==> src/rtl/pipelined_barrel_shifter.sv <==
// Pipelined SLL/SRL/SRA/ROL barrel shifter: log2(WIDTH) mux levels, REG_EVERY levels per stage.
// Define BARREL_SHIFTER_STICKY_EN to add the sticky output (OR of bits shifted out on right shifts).
module pipelined_barrel_shifter #(
  parameter int WIDTH     = 32,
  parameter int SHAMT_W   = 5,
  parameter int REG_EVERY = 1
) (
  input  logic               clock,
  input  logic               reset_n,
  input  logic               in_valid,
  output logic               in_ready,
  input  logic [WIDTH-1:0]   data,
  input  logic [SHAMT_W-1:0] shamt,
  input  logic [1:0]         op,
  output logic               out_valid,
  input  logic               out_ready,
  output logic [WIDTH-1:0]   result
`ifdef BARREL_SHIFTER_STICKY_EN
  ,
  output logic               sticky
`endif
);

  localparam int NST = (SHAMT_W + REG_EVERY - 1) / REG_EVERY;

  localparam logic [1:0] OP_SLL = 2'b00;
  localparam logic [1:0] OP_SRL = 2'b01;
  localparam logic [1:0] OP_SRA = 2'b10;

  if (SHAMT_W != $clog2(WIDTH) || WIDTH < 4 || REG_EVERY < 1 || REG_EVERY > SHAMT_W) begin : g_bad_params
    $error("pipelined_barrel_shifter: illegal WIDTH/SHAMT_W/REG_EVERY combination");
  end

  // One mux level: shift by n, with the original operand's sign as the SRA fill.
  function automatic logic [WIDTH-1:0] shift_level(input logic [WIDTH-1:0] d,
                                                   input logic [1:0]       o,
                                                   input logic             sgn,
                                                   input int               n);
    logic signed [WIDTH:0] ext;
    logic [WIDTH-1:0]      r;
    ext = $signed({sgn, d}) >>> n;
    case (o)
      OP_SLL:  r = d << n;
      OP_SRL:  r = d >> n;
      OP_SRA:  r = ext[WIDTH-1:0];
      default: r = (d << n) | (d >> (WIDTH - n));
    endcase
    return r;
  endfunction

  // Bits that drop off the LSB end when d is shifted right by n.
  function automatic logic lost_bits(input logic [WIDTH-1:0] d, input int n);
    logic [WIDTH-1:0] m;
    m = ~({WIDTH{1'b1}} << n);
    return |(d & m);
  endfunction

  logic adv;

  for (genvar s = 0; s < NST; s++) begin : g_stage
    localparam int LO = s * REG_EVERY;
    localparam int HI = (LO + REG_EVERY > SHAMT_W) ? SHAMT_W : LO + REG_EVERY;

    logic [WIDTH-1:0]   src_d;
    logic [1:0]         src_op;
    logic [SHAMT_W-1:0] src_sh;
    logic               src_sgn;
    logic               src_vld;
    logic               src_stk;

    logic [WIDTH-1:0]   nxt_d;
    logic               nxt_stk;

    logic [WIDTH-1:0]   d_p;
    logic [1:0]         op_p;
    logic [SHAMT_W-1:0] sh_p;
    logic               sgn_p;
    logic               vld_p;
    logic               stk_p;

    if (s == 0) begin : g_head
      assign src_d   = data;
      assign src_op  = op;
      assign src_sh  = shamt;
      assign src_sgn = data[WIDTH-1];
      assign src_vld = in_valid;
      assign src_stk = 1'b0;
    end else begin : g_body
      assign src_d   = g_stage[s-1].d_p;
      assign src_op  = g_stage[s-1].op_p;
      assign src_sh  = g_stage[s-1].sh_p;
      assign src_sgn = g_stage[s-1].sgn_p;
      assign src_vld = g_stage[s-1].vld_p;
      assign src_stk = g_stage[s-1].stk_p;
    end

    always_comb begin
      nxt_d   = src_d;
      nxt_stk = src_stk;
      for (int l = LO; l < HI; l++) begin
        if (src_sh[l]) begin
          nxt_stk = nxt_stk | ((src_op == OP_SRL || src_op == OP_SRA) && lost_bits(nxt_d, 1 << l));
          nxt_d   = shift_level(nxt_d, src_op, src_sgn, 1 << l);
        end
      end
    end

    // Stage boundary: the whole pipe moves together on adv, otherwise every field holds.
    always_ff @(posedge clock or negedge reset_n) begin
      if (!reset_n) begin
        d_p   <= '0;
        op_p  <= '0;
        sh_p  <= '0;
        sgn_p <= 1'b0;
        vld_p <= 1'b0;
        stk_p <= 1'b0;
      end else if (adv) begin
        d_p   <= nxt_d;
        op_p  <= src_op;
        sh_p  <= src_sh;
        sgn_p <= src_sgn;
        vld_p <= src_vld;
`ifdef BARREL_SHIFTER_STICKY_EN
        stk_p <= nxt_stk;
`else
        stk_p <= 1'b0;
`endif
      end
    end

    // Each stage only consumes its own shamt bits; the tail stage's control fields go nowhere.
    logic unused_stage;
    assign unused_stage = ^{src_sh, op_p, sh_p, sgn_p, stk_p, nxt_stk};
  end

  assign out_valid = g_stage[NST-1].vld_p;
  assign result    = g_stage[NST-1].d_p;
  assign adv       = !out_valid || out_ready;
  assign in_ready  = adv;

`ifdef BARREL_SHIFTER_STICKY_EN
  assign sticky = g_stage[NST-1].stk_p;
`endif

endmodule
==> config.mk <==
export PLATFORM = sky130hd
export DESIGN_NAME = pipelined_barrel_shifter
export DESIGN_NICKNAME = d
export VERILOG_FILES = /design/src/rtl/pipelined_barrel_shifter.sv
export SDC_FILE = /design/constraint.sdc
export NUM_CORES = 1
export LEC_CHECK = 0
export ABC_CLOCK_PERIOD_IN_PS = 1500
export CAP_MARGIN = 20
export CORE_MARGIN = 2
export CORE_UTILIZATION = 34
export DETAILED_ROUTE_END_ITERATION = 6
export PLACE_DENSITY = 0.54
export SYNTH_ARGS = -nofsm -noshare
export SYNTH_HDL_FRONTEND = slang
export SYNTH_SLANG_ARGS = --single-unit
==> constraint.sdc <==
create_clock -name clock -period 1.5 [get_ports clock]
set_input_delay 0.225 -clock clock [delete_from_list [all_inputs] [get_ports clock]]
set_output_delay 0.225 -clock clock [all_outputs]
set_load 0.01 [all_outputs]
==> flow_metrics.env <==
export IMPL_path_class="register to register"
export IMPL_failed_checks="setup timing"
export IMPL_vdd_drop_max_mv=0.882
export IMPL_layout_common_cells="182 x dfrtp_1, 179 x o21ai_0, 168 x nand2_1"
export IMPL_place_area_um2=11300
export IMPL_cap_viol_max_count=0
export IMPL_place_detailed_hpwl_um=17100
export IMPL_min_period_ps=1560
export IMPL_rsz0062_at_grt="true"
export IMPL_design_area_um2=12200
export IMPL_wl_met3_um=736
export IMPL_synth_compound_area_frac=0.281
export IMPL_vias=7916
export IMPL_routed_wl_um=24600
export IMPL_critPathMaxFanout=5
export IMPL_cts_path_max_buffers=2
export IMPL_finalHoldViolCount=0
export IMPL_synth_xor_area_frac=0.0109
export IMPL_nets=1181
export IMPL_cp_cell_sequence="xnor2_4 > buf_12 > buf_8 > buf_6 > mux2i_2 > a21oi_2 > a21o_1"
export IMPL_synthToLayoutAreaGrowth_pct=25.5
export IMPL_drtPass1Iterations=5
export IMPL_yosys_warnings=0
export IMPL_cts_root_buf="clkbuf_16"
export IMPL_clk_pin_slew_ps=70
export IMPL_max_stage_delay_ps=460
export IMPL_finalSetupViolations=15
export IMPL_antenna_found_initial=0
export IMPL_syn_area_per_cell_um2=9.18
export IMPL_worst_slack_ps=-62.9
export IMPL_drtAntennaViolNets=0
export IMPL_skew_ps=12.7
export IMPL_synth_adder_area_share=0.00103
export IMPL_crit_path_end_kind="register"
export IMPL_gp_congestion=0.773
export IMPL_synth_seq_cells=187
export IMPL_slew_headroom=0.720
export IMPL_syn_nets=1098
export IMPL_top_layer="met4"
export IMPL_worst_slew_pin_slew_ps=418
export IMPL_cts_made_buffers=17
export IMPL_drc=0
export IMPL_fp_dieH_um=173
export IMPL_die_width_um=173
export IMPL_grt_usage=0.163
export IMPL_grt_pass1_wl_um=40400
export IMPL_cpMaxStageDelayCell="dfrtp_2"
export IMPL_layout_drive_gt1_share=0.149
export IMPL_drt_iter0_markers=489
export IMPL_period_share=1.04
export IMPL_synth_simple_gate_area_frac=0.0854
export IMPL_cts_tree="done"
export IMPL_antennaDiodeCount=0
export IMPL_synth_mux_area_frac=0.0928
export IMPL_synth_edf_count=0
export IMPL_io_buffer_count=76
export IMPL_cp_arrival_ps=1890
export IMPL_htreeDepth=4
export IMPL_synth_cell_types=31
export IMPL_max_freq_mhz=640
export IMPL_hp_class="primary input to asynchronous set/reset pin"
export IMPL_clock_sinks=187
export IMPL_status="complete, but fails checks"
export IMPL_wl_per_cell_um=16.1
export IMPL_required_ps=1830
export IMPL_worst_skew_pair_late_latency_ps=430
export IMPL_coreArea_um2=27900
export IMPL_finalMaxSlewViolations=0
export IMPL_synth_main_ff_cell="dfrtp_1"
export IMPL_floorplan_initialDensity=0.347
export IMPL_wl_met2_um=11500
export IMPL_grt_max_degree=83
export IMPL_timing_setup_tns_ps=-493
export IMPL_drt_vias_per_instance=5.18
export IMPL_power_leakage_uw=0.00576
export IMPL_synth_top_family_by_area="compound AO/OA/AOI/OAI gates"
export IMPL_final_common_cell="dfrtp_1"
export IMPL_syn_area_um2=9690
export IMPL_cp_start_kind="register"
export IMPL_first_global_vias=7466
export IMPL_synth_seq_area_share=0.483
export IMPL_wl_met1_um=12000
export IMPL_grt_ovfl_total=0
export IMPL_rows=61
export IMPL_async_flop_share=1.00
export IMPL_dieArea_um2=29900
export IMPL_synthCells=1055
export IMPL_boundaryPins=77
export IMPL_powerDensity_nw_per_um2=2320
==> layout make-up <==
| cell class | instances | area (um^2) |
|---|---|---|
| clock buffer | 20 | 457 |
| clock inverter | 12 | 135 |
| fill | 2811 | 15800 |
| inverter | 4 | 20.0 |
| multi-input combinational | 772 | 4740 |
| sequential | 187 | 4690 |
| tap | 378 | 473 |
| timing repair buffer | 156 | 1640 |
==> per-layer routing <==
metal | track usage | vias to the layer above
li1 | - | 3932
met1 | 0.232 | 3834
met2 | 0.258 | 135
met3 | 0.0266 | 15
met4 | 0.0484 | 0
met5 | 0 | -
==> registers in the layout, summed over array words and instances, names as in the netlist <==
signal and cells:
g_stage.d_p 128, result 32, g_stage.sh_p 10, g_stage.op_p 8
g_stage.sgn_p 4, g_stage.vld_p 4, out_valid 1
==> Yosys cell counts (all sizes together), types with 2 or more instances <==
master | count | area share
o21ai | 179 | 0.092
nand3b | 3 | 0.0023
mux2i | 74 | 0.076
nor2 | 36 | 0.014
a221oi | 16 | 0.014
mux2 | 14 | 0.016
dfrtp | 187 | 0.48
nand3 | 4 | 0.0021
a31oi | 27 | 0.017
nand2 | 168 | 0.065
clkbuf | 64 | 0.025
inv | 3 | 0.0012
nor2b | 2 | 0.0013
buf | 28 | 0.020
a21o | 112 | 0.087
a22oi | 11 | 0.0085
a21oi | 117 | 0.060
xnor2 | 5 | 0.0080
==> path summary, 6_finish.rpt <==
| kind | from | to | slack, ps | cells past startpoint |
|---|---|---|---|---|
| worst min-delay path | reset_n | result[2] | 190 | 2 |
| worst max register to register | g_stage[2].op_p[0] | g_stage[3].d_p[9] | -60 | 7 |
| worst max-delay path | g_stage[2].op_p[0] | g_stage[3].d_p[9] | -60 | 7 |
| worst min register to register | g_stage[0].sh_p[2] | g_stage[0].sh_p[2] | 470 | 2 |
| min in group clock | shamt[4] | g_stage[0].sh_p[4] | 330 | 3 |
| max in group asynchronous | reset_n | g_stage[0].d_p[17] | 700 | 3 |
==> cell families after synthesis <==
group	count (synthesis)
and+or+nand+nor	214
muxes	88
AOI/OAI and AO/OA	463
DFF	187
xor gates and xnor gates	6
buffers and inverters	96
adders and majority gates	1
==> power breakdown <==
group          switching, uW  total [uW]  leakage [uW]  internal, uW
Clock                   1990        4560      0.000297          2570
Sequential              2290        9800       0.00222          7510
Combinational           7130       13900       0.00325          6760
==> stage by stage <==
step / util / hold WS (ps) / cells / power (uW) / setup slack (ps)
after floorplan: - / -70.6 / 1055 / 18000 / -87.0
after CTS: 0.427 / 190 / 1527 / 27700 / -29.9
after global placement: 0.406 / 72.8 / 1495 / 23000 / -251
final: 0.435 / 187 / 1529 / 28300 / -62.9
after global routing: 0.435 / 196 / 1529 / 30400 / -106
after detailed placement: 0.406 / 73.7 / 1495 / 23200 / -248
==> critical path: cells and delay by family, from the launching register on <==
kind	cells	cell delay (ps)
buffers and inverters	3	340
AOI/OAI and AO/OA	2	250
xor gates and xnor gates	1	200
muxes	1	210
DFF	1	460
==> repair_timing <==
action                                  CTS  global route
endpoints found under the setup margin   81            74
gates cloned                              0             2
setup buffers                             3             4
hold endpoints to repair                187             0
hold buffers                              1             0
resized for setup                        53            42
pin swaps                                 8            16
Note: power is estimated with default switching activity, not from simulation.
